===== src/rtl/wb_openram_arbiter.sv =====
// Two-port Wishbone front end for a single OpenRAM RW port: round-robin
// arbitration, registered RAM command timing and a single-cycle ack per access.
module wb_openram_arbiter #(
  parameter logic [31:0] BASE_ADDR  = 32'h30c0_0000,
  parameter int unsigned ADDR_WIDTH = 8
) (
  input  logic                  wb_clk_i,
  input  logic                  wb_rst_ni,
  input  logic                  wbs_a_cyc_i,
  input  logic                  wbs_a_stb_i,
  input  logic                  wbs_a_we_i,
  input  logic [3:0]            wbs_a_sel_i,
  input  logic [31:0]           wbs_a_adr_i,
  input  logic [31:0]           wbs_a_dat_i,
  output logic                  wbs_a_ack_o,
  output logic [31:0]           wbs_a_dat_o,
  input  logic                  wbs_b_cyc_i,
  input  logic                  wbs_b_stb_i,
  input  logic                  wbs_b_we_i,
  input  logic [3:0]            wbs_b_sel_i,
  input  logic [31:0]           wbs_b_adr_i,
  input  logic [31:0]           wbs_b_dat_i,
  output logic                  wbs_b_ack_o,
  output logic [31:0]           wbs_b_dat_o,
  output logic                  ram_clk0,
  output logic                  ram_csb0,
  output logic                  ram_web0,
  output logic [3:0]            ram_wmask0,
  output logic [ADDR_WIDTH-1:0] ram_addr0,
  output logic [31:0]           ram_dout0,
  input  logic [31:0]           ram_din0,
  output logic                  ram_clk1,
  output logic                  ram_csb1,
  output logic [ADDR_WIDTH-1:0] ram_addr1
);

  typedef enum logic [1:0] {S_IDLE, S_CMD, S_CAPT, S_ACK} state_e;

  localparam logic [31:0] WIN_MASK = ~((32'd4 << ADDR_WIDTH) - 32'd1);

  state_e                  state_q, state_d;
  logic [1:0]              rst_sync_q, rst_sync_d;
  logic                    last_grant_q, last_grant_d;  // 1 = port B
  logic                    winner_q, winner_d;
  logic                    we_q, we_d;
  logic                    csb0_q, csb0_d;
  logic                    web0_q, web0_d;
  logic [3:0]              wmask0_q, wmask0_d;
  logic [ADDR_WIDTH-1:0]   addr0_q, addr0_d;
  logic [31:0]             dout0_q, dout0_d;
  logic                    a_ack_q, a_ack_d, b_ack_q, b_ack_d;
  logic [31:0]             a_dat_q, a_dat_d, b_dat_q, b_dat_d;

  logic        a_hit, b_hit, grant_b;
  logic        req_we;
  logic [3:0]  req_sel;
  logic [31:0] req_adr, req_dat, capt_data;

  assign a_hit = wbs_a_cyc_i & wbs_a_stb_i & ((wbs_a_adr_i & WIN_MASK) == BASE_ADDR);
  assign b_hit = wbs_b_cyc_i & wbs_b_stb_i & ((wbs_b_adr_i & WIN_MASK) == BASE_ADDR);

  // On a tie the port that did not win last time gets the RAM.
  assign grant_b = b_hit & (~a_hit | ~last_grant_q);

  assign req_we    = grant_b ? wbs_b_we_i  : wbs_a_we_i;
  assign req_sel   = grant_b ? wbs_b_sel_i : wbs_a_sel_i;
  assign req_adr   = grant_b ? wbs_b_adr_i : wbs_a_adr_i;
  assign req_dat   = grant_b ? wbs_b_dat_i : wbs_a_dat_i;
  assign capt_data = we_q ? 32'h0 : ram_din0;

  always_comb begin
    // NOTE: every _d starts as its _q so no path through the case leaves a
    // variable unassigned, which would otherwise infer a latch.
    state_d      = state_q;
    rst_sync_d   = {rst_sync_q[0], 1'b1};
    last_grant_d = last_grant_q;
    winner_d     = winner_q;
    we_d         = we_q;
    csb0_d       = csb0_q;
    web0_d       = web0_q;
    wmask0_d     = wmask0_q;
    addr0_d      = addr0_q;
    dout0_d      = dout0_q;
    a_ack_d      = 1'b0;
    b_ack_d      = 1'b0;
    a_dat_d      = a_dat_q;
    b_dat_d      = b_dat_q;

    unique case (state_q)
      S_IDLE: begin
        if (rst_sync_q[1] && (a_hit || b_hit)) begin
          winner_d     = grant_b;
          last_grant_d = grant_b;
          we_d         = req_we;
          csb0_d       = 1'b0;
          web0_d       = ~req_we;
          wmask0_d     = req_we ? req_sel : 4'b0000;
          addr0_d      = req_adr[ADDR_WIDTH+1:2];
          dout0_d      = req_dat;
          state_d      = S_CMD;
        end
      end
      S_CMD: begin
        csb0_d   = 1'b1;
        web0_d   = 1'b1;
        wmask0_d = 4'b0000;
        state_d  = S_CAPT;
      end
      S_CAPT: begin
        // A master that has let go by now still gets its write, but no ack.
        if (winner_q) begin
          b_dat_d = capt_data;
          b_ack_d = wbs_b_cyc_i & wbs_b_stb_i;
        end else begin
          a_dat_d = capt_data;
          a_ack_d = wbs_a_cyc_i & wbs_a_stb_i;
        end
        state_d = S_ACK;
      end
      default: state_d = S_IDLE;
    endcase
  end

  // Leaving IDLE is gated by a two-stage synchroniser on reset release.
  always_ff @(posedge wb_clk_i or negedge wb_rst_ni) begin
    if (!wb_rst_ni) begin
      state_q      <= S_IDLE;
      rst_sync_q   <= 2'b00;
      last_grant_q <= 1'b1;
      winner_q     <= 1'b0;
      we_q         <= 1'b0;
      csb0_q       <= 1'b1;
      web0_q       <= 1'b1;
      wmask0_q     <= 4'b0000;
      addr0_q      <= '0;
      dout0_q      <= 32'h0;
      a_ack_q      <= 1'b0;
      b_ack_q      <= 1'b0;
      a_dat_q      <= 32'h0;
      b_dat_q      <= 32'h0;
    end else begin
      // NOTE: non-blocking assignments so every flop samples the pre-edge
      // value of the others, independent of statement order.
      state_q      <= state_d;
      rst_sync_q   <= rst_sync_d;
      last_grant_q <= last_grant_d;
      winner_q     <= winner_d;
      we_q         <= we_d;
      csb0_q       <= csb0_d;
      web0_q       <= web0_d;
      wmask0_q     <= wmask0_d;
      addr0_q      <= addr0_d;
      dout0_q      <= dout0_d;
      a_ack_q      <= a_ack_d;
      b_ack_q      <= b_ack_d;
      a_dat_q      <= a_dat_d;
      b_dat_q      <= b_dat_d;
    end
  end

  assign wbs_a_ack_o = a_ack_q;
  assign wbs_a_dat_o = a_dat_q;
  assign wbs_b_ack_o = b_ack_q;
  assign wbs_b_dat_o = b_dat_q;

  assign ram_clk0   = wb_clk_i;
  assign ram_csb0   = csb0_q;
  assign ram_web0   = web0_q;
  assign ram_wmask0 = wmask0_q;
  assign ram_addr0  = addr0_q;
  assign ram_dout0  = dout0_q;

  assign ram_clk1  = wb_clk_i;
  assign ram_csb1  = 1'b1;
  assign ram_addr1 = '0;

endmodule


===== config.mk =====
export PLATFORM = sky130hd
export DESIGN_NAME = wb_openram_arbiter
export DESIGN_NICKNAME = d
export VERILOG_FILES = /design/src/rtl/wb_openram_arbiter.sv
export SDC_FILE = /design/constraint.sdc
export NUM_CORES = 1
export LEC_CHECK = 0
export BUFFER_PORTS_ARGS = -buffer_cell sky130_fd_sc_hd__buf_4
export CORE_MARGIN = 4
export CORE_UTILIZATION = 40
export DETAILED_ROUTE_END_ITERATION = 7
export GPL_TIMING_DRIVEN = 0
export HOLD_SLACK_MARGIN = 0.08
export PLACE_DENSITY = 0.84
export SLEW_MARGIN = 5
export SYNTH_ARGS = -nofsm -noshare
export SYNTH_HDL_FRONTEND = slang
export SYNTH_SLANG_ARGS = --single-unit

===== constraint.sdc =====
create_clock -name wb_clk_i -period 2.1 [get_ports wb_clk_i]
set_clock_uncertainty 0.15 [all_clocks]
set_input_delay 0.105 -clock wb_clk_i [delete_from_list [all_inputs] [get_ports wb_clk_i]]
set_output_delay 0.105 -clock wb_clk_i [all_outputs]
set_load 0.01 [all_outputs]

---- Yosys cells after proc, flatten, opt, wreduce, memory -nomap -nowiden ----
Index checks and enable logic that the tools add are counted.
storage, ports and cells
  memories kept ........................... 0
  bits in registers ....................... 119
  memory bits (read-only) ................. 0
  bits in latches ......................... 0
  output and inout bits ................... 123
  logic and storage cells ................. 55
  RAM bits ................................ 0
cells by class
  mux-type cells .......................... 18
  shift operators ......................... 0
  reductions and logical operators ........ 8
  multiply operators ...................... 0
  div/mod/pow operators ................... 0
  add/sub/neg operators ................... 0
  bitwise gates (word level) .............. 10
  magnitude comparators ................... 0
  equal/unequal tests ..................... 5
operators by type and width
  kind                                                                      count
  32-bit two-way mux                                                        2
  22-bit by 20-bit equality test with 1-bit output (second input constant)  2
  4-bit two-way mux                                                         3
  10-bit two-way mux                                                        1
  4-bit one-hot mux with 2 select lines                                     1
  2-bit AND reduction                                                       4
  1-bit two-way mux                                                         7
  2-bit one-hot mux with 3 select lines                                     1
  1-bit AND                                                                 5
  1-bit NOT                                                                 4
  1-bit one-hot mux with 2 select lines                                     2
  2-bit by 1-bit equality test with 1-bit output (second input constant)    1
  2-bit equality test (second input constant)                               1
  2-bit zero test                                                           1
  2-bit two-way mux                                                         1
  2-bit != test (second input constant)                                     1
  2-bit nonzero test                                                        1
  1-bit logical AND                                                         1
  1-bit logical OR                                                          1
  1-bit OR                                                                  1

---- Logic depth before layout (Yosys ltp) ----
  word-level depth ........................ 9
  depth in mapped cells ................... 9
  depth with buffers taken out ............ 7

==> results.json <==
{
  "status": "finished with violations",
  "violations": "negative setup slack",
  "die_area_um2": 15100,
  "synth_cell_types": 37,
  "grt_pass1_wl_mm": 32.7,
  "coreArea_um2": 12800,
  "route.detailed.drc": 0,
  "hold_viol": 0,
  "worst_pin_slew_ns": 0.553,
  "wl_per_cell_um": 19.1,
  "viasPerCell": 5.12,
  "antenna_found_initial": 2,
  "gp_congestion": 0.914,
  "synth_ff_type": "dfrtp_1",
  "die_x_um": 123,
  "synth_top_area_cell": "dfrtp_1",
  "synthArstFlopShare_pct": 100,
  "nNetsFinal": 1162,
  "clk_latency_ns": 0.52,
  "synth_cells": 517,
  "cp_max_fo": 7,
  "seq_area_frac_synth_pct": 56.3,
  "vias": 5983,
  "crit_arrival_ns": 2.47,
  "slew_viol_final": 0,
  "die_h_um": 123,
  "finalSetupTns_ns": -2.41,
  "clock.fmax_ghz": 0.450,
  "rows": 41,
  "grt_use_total_pct": 28.6,
  "first_pass_iters": 5,
  "post-dp-hpwl_mm": 13.0,
  "utilization_pct": 78.9,
  "synth_area_leaders": "dfrtp_1, mux2i_1, nand2_1",
  "yosysWarnings": 0,
  "period_needed_ns": 2.22,
  "drive_above_1_share_pct": 40.5,
  "power.density_nw_per_um2": 876,
  "wirelength_mm": 22.3,
  "mostFrequentLayoutCells": "buf_4, dlygate4sd3_1, dfrtp_1",
  "place_ws_ns": -0.512,
  "grt_max_degree": 62,
  "ys_seq_elements": 119,
  "path_clk_slew_ns": 0.06,
  "timing.final.crit_share_pct": 106,
  "rsz0062_at_grt": "yes",
  "worstSetupPathType": "reg2reg",
  "syn_avg_cell_area_um2": 10.2,
  "io_buffers": 285,
  "worst_setup_path_end_kind": "register",
  "syn-cell-area_um2": 5290,
  "synth_edf_count": 0,
  "placed_area_um2": 7740,
  "start_util_pct": 41.4,
  "setup_ws_ns": -0.124,
  "ant_nets": 0,
  "drt_iter0_drc": 356,
  "vdd_drop_max_uv": 540,
  "design_area_um2": 10100,
  "grt_overflow": 0,
  "n_fill_cell": 752,
  "grt_pass1_vias": 6314,
  "finalSetupViolations": 39,
  "cts_tree": "yes",
  "relSlewSlack_pct": 63.1,
  "synth_top_area_share_pct": 54.8,
  "syn_to_final_growth_pct": 90.4,
  "final_common_cell": "buf_4",
  "startpoint_type": "register",
  "p_leak_uw": 0.00525,
  "hold_path_class": "in2reg",
  "max-cap-violations": 0,
  "ios": 299,
  "cp.required_ns": 2.34
}
-- timing repair --
action / CTS / global route
hold endpoints to repair: 230 / 2
resized for setup: 15 / 47
gates cloned: 0 / 2
buffers inserted: 8 / 10
hold buffers: 128 / 1
setup endpoints to repair: 44 / 79
pin swaps: 2 / 2
-- registers in the layout, summed over array words and instances (netlist names), 2 cells and up --
| register | cells |
|---|---|
| wbs_b_dat_o | 32 |
| ram_dout0 | 32 |
| state_q | 2 |
| rst_sync_q | 2 |
| wbs_a_dat_o | 32 |
| ram_addr0 | 8 |
| ram_wmask0 | 4 |
-- critical path: stages, from the launching register on --
cell	delay [ns]
dfrtp_1	0.38
inv_2	0.08
ha_4	0.16
nand2_4	0.05
or4bb_1	0.47
o32a_1	0.18
buf_6	0.15
buf_4	0.15
clkbuf_16	0.15
nand2_1	0.08
o21ai_1	0.08
-- cell families (layout without fill, tap and decap cells) --
kind of cell	after synthesis	in the layout	synth area share, %
and+or+nand+nor	176	176	15.5
DFF	119	119	56.3
AOI/OAI and AO/OA	118	118	12.1
muxes	50	50	9.57
buffers and inverters	48	518	5.34
adders and majority gates	4	4	0.945
other	2	12	0.142
-- Yosys cell counts (2+ instances only) --
| library cell | n |
|---|---|
| nand2_1 | 120 |
| nand2b_1 | 33 |
| o21ai_1 | 45 |
| o21ai_0 | 64 |
| nor2b_1 | 2 |
| mux2i_1 | 45 |
| nand4_1 | 2 |
| dfstp_2 | 3 |
| nor4bb_1 | 4 |
| inv_1 | 6 |
| nand3_1 | 2 |
| nor4_1 | 5 |
| buf_4 | 12 |
| ha_1 | 4 |
| conb_1 | 2 |
| mux2_2 | 4 |
| dfrtp_1 | 116 |
| nor2_1 | 3 |
| clkbuf_1 | 25 |
| buf_12 | 3 |
-- final cells by class --
cell class / count / area, µm² / share of cell area, %
Timing Repair Buffer: 432 / 3630 / 36.1
Buffer: 42 / 318 / 3.15
Antenna cell: 2 / 5.00 / 0.0497
Clock buffer: 27 / 596 / 5.91
Multi-Input combinational cell: 358 / 2160 / 21.4
Tap cell: 172 / 215 / 2.14
Inverter: 6 / 22.5 / 0.223
Clock inverter: 11 / 146 / 1.45
Sequential cell: 119 / 2980 / 29.6
-- layer usage --
metal / vias up / routed length, µm / track usage (%) / share of wire, %
li1: 2683 / - / - / -
met3: 75 / 1870 / 8.33 / 8.4
met2: 354 / 11500 / 49.9 / 51
met1: 2871 / 8120 / 31.6 / 36
met4: 0 / 878 / 15.0 / 3.9
met5: - / 0 / 0 / 0
-- path summary, 6_finish.rpt --
path | start | end | slack [ns] | depth (start not counted)
hold / removal | wbs_a_adr_i[21] | ram_dout0[7]$_DFFE_PN0P_ | 0.04 | 5
hold reg to reg | rst_sync_q[0]$_DFF_PN0_ | rst_sync_q[1]$_DFF_PN0_ | 0.20 | 0
setup reg to reg | state_q[1]$_DFFE_PN0P_ | ram_dout0[29]$_DFFE_PN0P_ | -0.12 | 10
setup / recovery | state_q[1]$_DFFE_PN0P_ | ram_dout0[29]$_DFFE_PN0P_ | -0.12 | 10
max in group asynchronous | wb_rst_ni | last_grant_q$_DFFE_PN1P_ | 0.51 | 4
min in group asynchronous | wb_rst_ni | wbs_a_dat_o[11]$_DFFE_PN0P_ | 0.55 | 3
-- per-stage QoR --
step                      hold slack (ns)  cells  total power, µW
after global placement              0.129    982             4920
after detailed placement          -0.0447    983             5010
final                              0.0393   1169             8830
after CTS                           0.129   1155             8780
after global routing               0.0516   1169             9240
after floorplan                    -0.341    525             3840
-- report_power, final --
group | switching (µW) | leakage (µW) | internal, µW
Sequential | 221 | 0.00142 | 2660
Combinational | 1170 | 0.00346 | 1210
Clock | 1160 | 0.000374 | 2410
(Power assumes the default switching activity.)
